$ cat src/rtl/fetch_pc_npc_stage.sv
// ---------------------------------------------------------------------------
// fetch_pc_npc_stage
//   SPARC fetch stage with delayed-branch PC/nPC semantics. Holds the PC/nPC
//   pair, addresses instruction memory with PC, and latches the fetched word
//   into the IF/ID pipeline register. Hazard stalls freeze everything, and
//   branch redirects load nPC so the delay slot (old nPC) is still fetched.
//   Annulled delay-slot instructions are replaced by NOP_INSTR.
//
// Ports
//   clk           rising-edge clock
//   reset         synchronous, active-high reset
//   LE            load enable; 0 = stall (hold PC, nPC, IF/ID)
//   nPC_Sel[1:0]  00/11 nPC+4, 01 TA, 10 Jumpl_Target
//   TA[31:0]      branch/call target from ID
//   Jumpl_Target  jumpl target from ALU
//   Annul         squash the instruction currently being fetched
//   Imem_Data     instruction word at Imem_Addr (combinational ROM)
//   Imem_Addr     = PC
//   PC, nPC       current / next fetch address
//   IF_ID_Instr   instruction presented to decode
//   IF_ID_PC      PC of IF_ID_Instr
//   IF_ID_Valid   1 = real fetched instruction, 0 = injected NOP
// ---------------------------------------------------------------------------
module fetch_pc_npc_stage #(
    parameter logic [31:0] RESET_PC  = 32'h0000_0000,
    parameter logic [31:0] NOP_INSTR = 32'h0100_0000
) (
    input  logic        clk,
    input  logic        reset,
    input  logic        LE,
    input  logic [1:0]  nPC_Sel,
    input  logic [31:0] TA,
    input  logic [31:0] Jumpl_Target,
    input  logic        Annul,
    input  logic [31:0] Imem_Data,
    output logic [31:0] Imem_Addr,
    output logic [31:0] PC,
    output logic [31:0] nPC,
    output logic [31:0] IF_ID_Instr,
    output logic [31:0] IF_ID_PC,
    output logic        IF_ID_Valid
);

    logic [31:0] pc_q;
    logic [31:0] npc_q;
    logic [31:0] npc_d;
    logic [31:0] instr_q;
    logic [31:0] ifid_pc_q;
    logic        valid_q;
    logic        annul_pend_q;
    logic        squash;

    // Targets are word-aligned on load so PC/nPC never carry low bits.
    always_comb begin
        npc_d = npc_q + 32'd4;
        case (nPC_Sel)
            2'b01:   npc_d = {TA[31:2], 2'b00};
            2'b10:   npc_d = {Jumpl_Target[31:2], 2'b00};
            default: npc_d = npc_q + 32'd4;
        endcase
    end

    // An annul seen during a stall is remembered so it still squashes the
    // word that is finally latched on the next advance.
    assign squash = Annul | annul_pend_q;

    always_ff @(posedge clk) begin
        if (reset) begin
            pc_q         <= RESET_PC;
            npc_q        <= RESET_PC + 32'd4;
            instr_q      <= NOP_INSTR;
            ifid_pc_q    <= 32'h0000_0000;
            valid_q      <= 1'b0;
            annul_pend_q <= 1'b0;
        end else if (LE) begin
            ifid_pc_q    <= pc_q;
            instr_q      <= squash ? NOP_INSTR : Imem_Data;
            valid_q      <= ~squash;
            pc_q         <= npc_q;
            npc_q        <= npc_d;
            annul_pend_q <= 1'b0;
        end else if (Annul) begin
            annul_pend_q <= 1'b1;
        end
    end

    assign Imem_Addr   = pc_q;
    assign PC          = pc_q;
    assign nPC         = npc_q;
    assign IF_ID_Instr = instr_q;
    assign IF_ID_PC    = ifid_pc_q;
    assign IF_ID_Valid = valid_q;

endmodule
$ cat config.mk
export PLATFORM = sky130hd
export DESIGN_NAME = fetch_pc_npc_stage
export DESIGN_NICKNAME = d
export VERILOG_FILES = /design/src/rtl/fetch_pc_npc_stage.sv
export SDC_FILE = /design/constraint.sdc
export NUM_CORES = 1
export LEC_CHECK = 0
export ABC_AREA = 0
export CORE_MARGIN = 2
export CORE_UTILIZATION = 25
export CTS_CLUSTER_DIAMETER = 150
export DETAILED_ROUTE_END_ITERATION = 16
export PLACE_DENSITY = 0.52
export SLEW_MARGIN = 20
export SYNTH_ARGS = -nofsm -noshare
export SYNTH_HDL_FRONTEND = slang
export SYNTH_SLANG_ARGS = --single-unit
$ cat constraint.sdc
create_clock -name clk -period 2.66 [get_ports clk]
set_input_delay 0.798 -clock clk [delete_from_list [all_inputs] [get_ports clk]]
set_output_delay 0.798 -clock clk [all_outputs]
set_load 0.05 [all_outputs]
==> out/metrics.cfg, run 1 <==
[finish]
area_delta_synth_final_pct = 60.1
num_antenna_cells = 0
area_of_combinational_cells_with_multiple_inputs_sq_um = 2650
post-route-util = 0.409
seq_area_sq_um = 2480
num-nets-final = 957
drive_gt1_frac = 0.0994
nFillCells = 2193

[run_status]
run_status = complete, no violations

[timing]
fin_setup_tns_ns = 0
worst_clock_skew_ns = 0.00873
report.final.setup_viol = 0
final-hold-violation-count = 0
worst_slew_margin_rel = 0.604
timing.final.crit_share = 0.976
timing_max_transition_violations_final = 0
rsz_0062_raised_after_global_routing = false
whs_ns = 0.468
fmax_mhz = 385
worst_slew_pin_slew_ns = 0.592
period_minus_slack_ns = 2.60

[critical_path]
ff2ff_path_depth = 6
setup.worst_path.end_class = output port
critical_path_buf_inv_count = 1
cpMaxStageDelayCell = sky130_fd_sc_hd__clkdlybuf4s50_1
startpoint_type = register
r2r-start = nPC[2]$_SDFFE_PP1P_
timing.setup.critical_path_class = reg2out
arrival_ns = 1.80
critical_path.reg2reg.endpoint = nPC[30]$_SDFFE_PP0P_
worst_path_largest_cell_delay_ns = 0.88
crit_path_max_fanout = 7
timing.critical_path.required_ns = 1.86
reg2reg_setup_slack_ns = 0.46
critPathTopFamily = buffers and inverters
path_cells = clkdlybuf4s50_1

[yosys]
post_synth_main_area_contributors = sky130_fd_sc_hd__dfxtp_1 44%, sky130_fd_sc_hd__mux2i_1 12%, sky130_fd_sc_hd__nor2_1 6.7%
synth_enable_flop_cells = 0
post_synth.cell_area_avg_sq_um = 9.08
synth_seq_cells = 124
yosys.cell_count.top_type = sky130_fd_sc_hd__dfxtp_1
post_synth_inst_count = 618
synth.cells.most_frequent = 124 x sky130_fd_sc_hd__dfxtp_1, 100 x sky130_fd_sc_hd__nor2_1, 65 x sky130_fd_sc_hd__mux2i_1
netlist-cell-type-count = 55
yosys_warnings = 0
ys_async_sr_fraction = 0
synth_flop_cell = sky130_fd_sc_hd__dfxtp_1
synth.largest_area_cell = sky130_fd_sc_hd__dfxtp_1
synth_top_area_share = 0.442
fraction_of_the_yosys_area_taken_by_sequential_cells = 0.442
post_synthesis_cell_area_sq_um = 5610

[placement]
dp_hpwl_mm = 14.4
gpl.final_weighted_congestion = 0.796
buffer_ports.inserted = 250

[drt]
detailedRoute.firstPassIterationCount = 4
drt-wirelength-per-cell_um = 17.2
detail_route.drc_violations = 0
detail_route.iter0.violations = 260
ant_nets = 0
drt-total-wl_mm = 19.6
dr_total_vias = 5307
via_per_inst = 4.63

[clocking]
clock_input_transition_at_the_sequential_cells_of_the_worst_setup_and_hold_paths_ns = 0.06
cts.sinks = 124
numCtsBuffers = 17
cts-root-to-sink-buffers = 2
ctsHtreeMaxLevel = 4
clock-root-buffer = sky130_fd_sc_hd__clkbuf_16
insertion_delay_ns = 0.42
cts_tree = yes

[floorplanning]
dieWidth_um = 154
core_area_sq_um = 22000
die_height_um = 154
ios = 263
die_area_sq_um = 23700
initial_core_util = 0.255
cell_row_count = 54

[min_path]
timing.hold.worst.start = IF_ID_Valid$_SDFFE_PP0P_
worstHoldPathType = reg2reg
min_path_cells = 1
hold_end = IF_ID_Valid$_SDFFE_PP0P_

[pwr]
leakagePower_nw = 3.49
power-per-cell-area_nw_per_um2 = 602
max-vdd-ir-drop_mv = 0.399

[global_routing]
grt_pass1_wl_mm = 30.6
grt_max_degree = 60
antenna_violations_before_repair = 0
number_of_global_route_vias_before_repair = 5169
globalRouteTotalUtil = 0.167
gr-total-overflow = 0

[flow_run]
cap_viol_max_count = 0

final cells by class:
class	count	share of cell area
clock buffers	18	0.0478
clock inverters	14	0.0178
inverters	15	0.00627
multi-input cells	403	0.295
flip-flops and latches	124	0.276
well taps	280	0.0390
repair buffers	291	0.318
routing by layer:
layer | wire length, um | up-vias | track usage | share of wire
met5 | 0 | - | 0 | 0
met2 | 8950 | 183 | 0.257 | 0.46
li1 | - | 2659 | - | -
met4 | 230 | 0 | 0.0538 | 0.012
met3 | 1390 | 18 | 0.0530 | 0.071
met1 | 9070 | 2447 | 0.222 | 0.46
sequential cells by signal (all words and copies together) (netlist names):
register	flops
Imem_Addr	30
nPC	30
IF_ID_Instr	32
annul_pend_q	1
IF_ID_PC	30
IF_ID_Valid	1
metrics by stage:
step | instance area (sq um) | std cells | power (mW) | setup slack [ns]
global placement | 8390 | 1113 | 3.11 | -0.107
CTS | 8980 | 1145 | 5.50 | 0.0246
detailed placement | 8390 | 1113 | 3.12 | -0.0955
floorplan | 5640 | 625 | 2.66 | 0.351
global route | 8980 | 1145 | 5.64 | 0.000507
finish | 8980 | 1145 | 5.41 | 0.0637
how the worst max path moves through the flow:
stage | endpoint | slack, ns | cells after the start | start
2_1_floorplan | nPC[21]$_SDFFE_PP0P_ | 0.35 | 8 | nPC[4]$_SDFFE_PP0P_
3_3_place_gp | nPC[27]$_SDFFE_PP0P_ | -0.11 | 8 | nPC_Sel[0]
3_5_place_dp | nPC[28]$_SDFFE_PP0P_ | -0.1 | 8 | nPC_Sel[0]
4_1_cts | nPC[25] | 0.02 | 1 | nPC[25]$_SDFFE_PP0P_
5_1_grt | nPC[3] | 0.0005 | 1 | nPC[3]$_SDFFE_PP0P_
6_report | nPC[3] | 0.06 | 1 | nPC[3]$_SDFFE_PP0P_
power breakdown:
part	switching [mW]	leakage (nW)	internal, mW
Sequential	0.0792	1.01	1.93
Combinational	0.622	2.19	0.434
Clock	0.949	0.286	1.40
Total	1.65	3.49	3.76
cell usage in the layout (no fill, tap or decap), types with 11 or more instances in the layout:
cell type / count
sky130_fd_sc_hd__inv_1: 15
sky130_fd_sc_hd__nand3_1: 11
sky130_fd_sc_hd__clkdlybuf4s50_1: 244
sky130_fd_sc_hd__nand2_1: 23
sky130_fd_sc_hd__buf_4: 39
sky130_fd_sc_hd__o21ai_0: 13
sky130_fd_sc_hd__nor2_1: 99
sky130_fd_sc_hd__clkbuf_16: 17
sky130_fd_sc_hd__a22o_1: 34
sky130_fd_sc_hd__mux2i_1: 65
sky130_fd_sc_hd__dfxtp_1: 124
sky130_fd_sc_hd__a22oi_1: 18
sky130_fd_sc_hd__a21oi_1: 23
cells by family (layout without fill, tap and decap cells):
| group | Yosys count | in the layout | synth area share |
|---|---|---|---|
| AO/OA/AOI/OAI | 146 | 146 | 0.188 |
| other | 1 | 8 | 0.000668 |
| flip-flops | 124 | 124 | 0.442 |
| multiplexers | 65 | 65 | 0.116 |
| XOR/XNOR | 1 | 1 | 0.00156 |
| buffers and inverters | 98 | 338 | 0.0914 |
| adder cells (fa/ha/maj) | 3 | 3 | 0.00669 |
| AND/OR/NAND/NOR | 180 | 180 | 0.153 |
what timing repair did:
| item | CTS | global route |
|---|---|---|
| setup endpoints to repair | 2 | 2 |
| setup buffers | 0 | 0 |
| hold buffers | 0 | 0 |
| resized for setup | 2 | 2 |
No activity file was read; power rests on OpenSTA's default activity.
==> run 2: changes to the inputs <==
==> constraint.sdc (replaced) <==
create_clock -name clk -period 3.2 [get_ports clk]
set_input_delay 0.96 -clock clk [delete_from_list [all_inputs] [get_ports clk]]
set_output_delay 0.96 -clock clk [all_outputs]
set_load 0.05 [all_outputs]
==> run 2 against run 1 <==
  * Sequential cell count unchanged
  * Hold slack got worse by 0.010 ns
  * Register-to-register slack improved by 0.44 ns
  * Clock skew increased by 0.0026 ns
  * Critical endpoint is now nPC[4]
  * Critical path type unchanged
  * Utilization decreased by 0.86 points
  * Non-clock buffer count decreased by 20
  * Count of clock-buffer cells in the layout unchanged
  * Largest power group unchanged
  * Design area decreased by 2.1%
==> out/metrics.cfg, run 2 (synthesis results as in run 1) <==
[run_status]
run_status = complete, no violations  ; unchanged

[timing]
period_minus_slack_ns = 2.79
worst_slew_margin_rel = 0.546  ; was 0.604
fmax_mhz = 358
worst_clock_skew_ns = 0.0113  ; was 0.00873 ns
timing_max_transition_violations_final = 0  ; unchanged
fin_setup_tns_ns = 0  ; unchanged
worst_slew_pin_slew_ns = 0.681  ; was 0.592 ns
report.final.setup_viol = 0  ; unchanged
final-hold-violation-count = 0  ; unchanged
timing.final.crit_share = 0.872
rsz_0062_raised_after_global_routing = false  ; unchanged

[critical_path]
critical_path_buf_inv_count = 1  ; unchanged
worst_path_largest_cell_delay_ns = 0.88  ; about the same
timing.critical_path.required_ns = 2.24  ; was 1.86 ns
setup.worst_path.end_class = output port  ; unchanged
cpMaxStageDelayCell = sky130_fd_sc_hd__clkdlybuf4s50_1  ; unchanged
timing.setup.critical_path_class = reg2out  ; unchanged
path_cells = clkdlybuf4s50_1  ; unchanged
arrival_ns = 1.83  ; was 1.80 ns
startpoint_type = register  ; unchanged
crit_path_max_fanout = 10  ; was 7
critPathTopFamily = buffers and inverters  ; unchanged

[finish]
post-route-util = 0.401  ; was 0.409
drive_gt1_frac = 0.0781  ; was 0.0994
num-nets-final = 937  ; was 957
most-common-layout-cells = 248 x sky130_fd_sc_hd__clkdlybuf4s50_1, 124 x sky130_fd_sc_hd__dfxtp_1, 99 x sky130_fd_sc_hd__nor2_1, 65 x sky130_fd_sc_hd__mux2i_1, 34 x sky130_fd_sc_hd__a22o_1  ; was 244 x sky130_fd_sc_hd__clkdlybuf4s50_1, 124 x sky130_fd_sc_hd__dfxtp_1, 99 x sky130_fd_sc_hd__nor2_1, 65 x sky130_fd_sc_hd__mux2i_1, 39 x sky130_fd_sc_hd__buf_4
largest_reg_flops = 32  ; unchanged
final_cells = 1125  ; was 1145
layout_commonest_cell = sky130_fd_sc_hd__clkdlybuf4s50_1  ; unchanged
num_antenna_cells = 0  ; unchanged
area_delta_synth_final_pct = 56.8  ; was 60.1%

[min_path]
worstHoldPathType = reg2reg  ; unchanged

[floorplanning]
dieWidth_um = 154  ; unchanged
die_height_um = 154  ; unchanged
initial_core_util = 0.255  ; unchanged
die_area_sq_um = 23700  ; unchanged
core_area_sq_um = 22000  ; unchanged
cell_row_count = 54  ; unchanged
ios = 263  ; unchanged

[global_routing]
globalRouteTotalUtil = 0.163  ; was 0.167
grt_pass1_wl_mm = 30.2  ; was 30.6 mm
grt_max_degree = 47  ; was 60
gr-total-overflow = 0  ; unchanged
antenna_violations_before_repair = 0  ; unchanged
number_of_global_route_vias_before_repair = 5260  ; was 5169

[drt]
wl_met1_mm = 8.91  ; was 9.07 mm
drt-total-wl_mm = 19.5  ; was 19.6 mm
met2WireLength_mm = 8.81  ; was 8.95 mm
dr_total_vias = 5297  ; was 5307
ant_nets = 0  ; unchanged
via_per_inst = 4.71  ; was 4.63
detail_route.drc_violations = 0  ; unchanged
detailedRoute.firstPassIterationCount = 4  ; unchanged
maxUsedRoutingLayer = met4  ; unchanged
drt-wirelength-per-cell_um = 17.3  ; was 17.2 um
wl_met3_mm = 1.42  ; was 1.39 mm
detail_route.iter0.violations = 314  ; was 260

[placement]
buffer_ports.inserted = 250  ; unchanged
gpl.final_weighted_congestion = 0.789  ; was 0.796
placed_cells_incl_taps = 1093  ; was 1113
dp_hpwl_mm = 14.0  ; was 14.4 mm

[clocking]
insertion_delay_ns = 0.42  ; about the same
ctsHtreeMaxLevel = 4  ; unchanged
clock-root-buffer = sky130_fd_sc_hd__clkbuf_16  ; unchanged
cts.sinks = 124  ; unchanged
clock_input_transition_at_the_sequential_cells_of_the_worst_setup_and_hold_paths_ns = 0.07  ; was 0.06 ns
cts-hold-fix-buffers = 0  ; unchanged
cts_tree = yes  ; unchanged
postCtsResizedCells = 0  ; was 2
numCtsBuffers = 17  ; unchanged
post_cts_buffers = 0  ; unchanged
cts-root-to-sink-buffers = 2  ; unchanged

[pwr]
max-vdd-ir-drop_mv = 0.342  ; was 0.399 mV
power_mw = 4.48  ; was 5.41 mW
power-per-cell-area_nw_per_um2 = 509  ; was 602 nW/um^2
leakagePower_nw = 3.32  ; was 3.49 nW

[flow_run]
cap_viol_max_count = 0  ; unchanged

[run 2: final timing paths]
check	startpoint	endpoint	slack [ns]	cells after the start
worst max-delay path	nPC[4]$_SDFFE_PP0P_	nPC[4]	0.41	1
worst min-delay path	IF_ID_Valid$_SDFFE_PP0P_	IF_ID_Valid$_SDFFE_PP0P_	0.46	1
worst max register to register	nPC[4]$_SDFFE_PP0P_	nPC[21]$_SDFFE_PP0P_	0.90	5
worst min register to register	IF_ID_Valid$_SDFFE_PP0P_	IF_ID_Valid$_SDFFE_PP0P_	0.46	1
[run 2: layer usage]
layer / global-route usage / up-vias
met4: 0.0583 / 0
met3: 0.0575 / 19
li1: - / 2618
met1: 0.210 / 2456
met5: 0 / -
met2: 0.254 / 204
[run 2: layout make-up]
class / instances / area, sq um
clock buffers: 18 / 429
clock inverters: 14 / 161
flip-flops and latches: 124 / 2480
repair buffers: 271 / 2670
well taps: 280 / 350
inverters: 15 / 56.3
multi-input cells: 403 / 2650
fillers: 2194 / 13200
[run 2: through the flow]
step	instance area, sq um	worst slack, ns	hold WS, ns
finish	8800	0.410	0.457
floorplan	5640	0.859	0.439
global placement	8210	0.283	0.435
detailed placement	8210	0.284	0.442
CTS	8800	0.366	0.463
global route	8800	0.320	0.491
[run 2: where the power goes]
group	total [mW]	internal (mW)	switching [mW]	leakage, nW
clock network	1.96	1.16	0.793	0.272
logic	0.845	0.338	0.507	2.05
registers	1.68	1.60	0.0714	1.01
total	4.48	3.10	1.37	3.32
[run 2: worst reg2reg max path, stage by stage, from the launching register on]
cell                      delay [ns]
sky130_fd_sc_hd__dfxtp_1        0.53
sky130_fd_sc_hd__nand4_2        0.25
sky130_fd_sc_hd__or2_1          0.53
sky130_fd_sc_hd__or3_1          0.58
sky130_fd_sc_hd__mux2i_1        0.19
sky130_fd_sc_hd__o22ai_1        0.09
==> run 3: changes to the inputs <==
--- a/config.mk
+++ b/config.mk
@@ -6,6 +6,7 @@
 export NUM_CORES = 1
 export LEC_CHECK = 0
 export ABC_AREA = 0
+export CAP_MARGIN = 10
 export CORE_MARGIN = 2
 export CORE_UTILIZATION = 25
 export CTS_CLUSTER_DIAMETER = 150
==> results of run 3 <==
Final layout, timing and power as in run 2 (identical DEF).
==> variant, RTL diff (settings of run 3) <==
Reset style: asynchronous (`reset`), changed in one clocked block. Comments in the files are not updated.
--- a/src/rtl/fetch_pc_npc_stage.sv
+++ b/src/rtl/fetch_pc_npc_stage.sv
@@ -64,7 +64,7 @@
     // word that is finally latched on the next advance.
     assign squash = Annul | annul_pend_q;
 
-    always_ff @(posedge clk) begin
+    always_ff @(posedge clk or posedge reset) begin
         if (reset) begin
             pc_q         <= RESET_PC;
             npc_q        <= RESET_PC + 32'd4;
Formal check against the unedited RTL: differs if reset is asserted again (counterexample within 4 cycles, from zero or initial values and one cycle with reset high); with reset held inactive, the same outputs for 10 cycles.
==> variant against run 3 <==
Setup slack lost 0.059 ns; final cell count grew 0.44%; synthesized area grew 8.9%; count of clock-buffer cells in the layout grew 1; sequential cell count is the same; worst hold slack gained 0.047 ns; wire length shrank 1.4%; first-iteration DRC count shrank 48%; final area grew 8.3%.
Power is not compared: it rests on default switching activity, and its combinational part moved more than twofold at a synthesized area within 25%.
==> variant: results (changes against run 3) <==
Placed design
  • Hpwl dp: 13800 µm (was 14000 µm)
  • GP Congestion: 0.707 (was 0.789)
  • # port buffers: 250 (unchanged)

Timing
  • Max Clock Skew: 0.00689 ns (was 0.0113 ns)
  • Rel. slew slack: 0.488 (was 0.546)

Clock network
  • Root Driver: clkbuf_16 (unchanged)
  • Clk buf depth: 2 (unchanged)
  • # resized after CTS: 0 (unchanged)
  • Worst-path clk slew: 0.06 ns
  • Setup Buffers After CTS: 0 (unchanged)
  • H-tree levels: 4 (unchanged)
  • Cts bufs inserted: 17 (unchanged)

Cells and area
  • Max FFs per register: 32 (unchanged)
  • Nets: 899 (was 937)
  • Antenna diode count: 0 (unchanged)
  • Share of post-route cells with drive strength above 1: 0.171 (was 0.0781)
  • Number of filler instances in the final layout: 2405 (was 2194)

Power and ir drop
  • Cell Int Power: between 4 and 5 mW
  • Leakage: 3.90 nW

Hold path
  • Worst min path class: reg2reg (unchanged)
  • Worst Hold End: IF_ID_PC[15] (was IF_ID_Valid)
  • Hold Crit Depth: 1 (unchanged)
  • Hold path startpoint: IF_ID_PC[15] (was IF_ID_Valid)

GRT
  • Vias in the first global route: 5363 (was 5260)
  • Largest net degree at the start of global routing: 54 (was 47)
  • First-pass GRT wire length: 30100 µm (was 30200 µm)
  • GRT Resource Usage Total: 0.149 (was 0.163)
  • Initial antenna violation count: 0 (unchanged)

Yosys
  • Synth async-reset ratio: 1.00 (was 0)
  • Mux contribution to synthesized area: 0.114 (was 0.116)
  • Synth cell count leaders: dfrtp_1, mux2_2, nand2_1 (was dfxtp_1, nor2_1, mux2i_1)
  • Register area share after synthesis: 0.508 (was 0.442)
  • Synth Area in XOR/XNOR: 0 (was 0.00156)
  • Synth top area cells: dfrtp_1, mux2_2, buf_4 (was dfxtp_1, mux2i_1, nor2_1)
  • Post-synthesis adder-cell area fraction: 0.00614 (was 0.00669)
  • Synth cell types: 49 (was 55)
  • YS warnings: 0 (unchanged)
  • Most used DFF post-synth: dfrtp_1 (was dfxtp_1)
  • Synth Area in Compound Gates: 0.165 (was 0.188)

Worst setup path
  • Crit path max-delay family: buffers and inverters (unchanged)
  • Worst r2r src: nPC[2] (was nPC[4])
  • CP max stage delay: 0.85 ns (was 0.88 ns)
  • Slowest CP cell: clkdlybuf4s50_1 (unchanged)
  • CP Max Fanout: 8 (was 10)
  • RR Endpoint: nPC[16] (was nPC[21])
  • Flop2flop setup slack: 0.92 ns (was 0.90 ns)
  • WP data arrival: 1.89 ns (was 1.83 ns)

Detailed routing
  • Routed wire length per instance: 17.0 µm (was 17.3 µm)
  • First-iteration detailed-routing DRC count: 164 (was 314)
  • Via density per instance: 4.62 (was 4.71)
  • ANT nets after route: 0 (unchanged)
  • Initial DRT Pass Iterations: 4 (unchanged)

Run status
  • Status: finished clean (unchanged)
==> variant: worst max path at each step <==
| stage | end | cells after the start | from | slack (ns) |
|---|---|---|---|---|
| 5_1_grt | nPC[2] | 1 | nPC[2] | 0.29 |
| 4_1_cts | nPC[2] | 1 | nPC[2] | 0.32 |
| 3_3_place_gp | nPC[22] | 8 | nPC_Sel[0] | 0.17 |
| 2_1_floorplan | IF_ID_Instr[0] | 1 | reset | 0.72 |
| 6_report | nPC[2] | 1 | nPC[2] | 0.35 |
| 3_5_place_dp | nPC[22] | 8 | nPC_Sel[0] | 0.15 |
==> variant: power groups by stage <==
stage,registers (mW),clock network [mW],logic [mW]
finish,2.27,2.11,3.37
global route,2.34,2.25,3.51
CTS,2.29,2.18,3.40
detailed placement,2.31,0,3.39
global placement,2.30,0,3.38
floorplan,3.42,0,1.13
==> variant: cells by family (layout without fill, tap and decap cells) <==
family          count (synthesis)  count (layout)
compound gates                146             146
fa+ha+maj                       3               3
buf+inv                       122             351
flops                         124             124
mux                            62              62
other cells                     1               8
simple gates                  112             112
==> variant: per-stage QoR <==
step	setup slack, ns	hold slack [ns]	cell area, µm²	cells
6_report	0.351	0.504	9520	1130
5_1_grt	0.290	0.517	9520	1130
4_1_cts	0.319	0.509	9520	1130
3_5_place_dp	0.154	0.494	8880	1099
3_3_place_gp	0.165	0.484	8880	1099
2_1_floorplan	0.716	0.457	6140	577
==> variant: layout make-up <==
| cell class | count | share of cell area |
|---|---|---|
| repair buffers | 275 | 0.292 |
| clock buffers | 19 | 0.0476 |
| well taps | 324 | 0.0426 |
| flip-flops and latches | 124 | 0.326 |
| inverters | 45 | 0.0181 |
| multi-input cells | 331 | 0.254 |
| clock inverters | 12 | 0.0197 |
==> variant: metal layers <==
metal,track usage,vias up,part of all wire
met5,0,-,0
met4,0.0364,0,0.010
met3,0.0607,11,0.074
met2,0.237,175,0.46
met1,0.191,2572,0.46
li1,-,2460,-
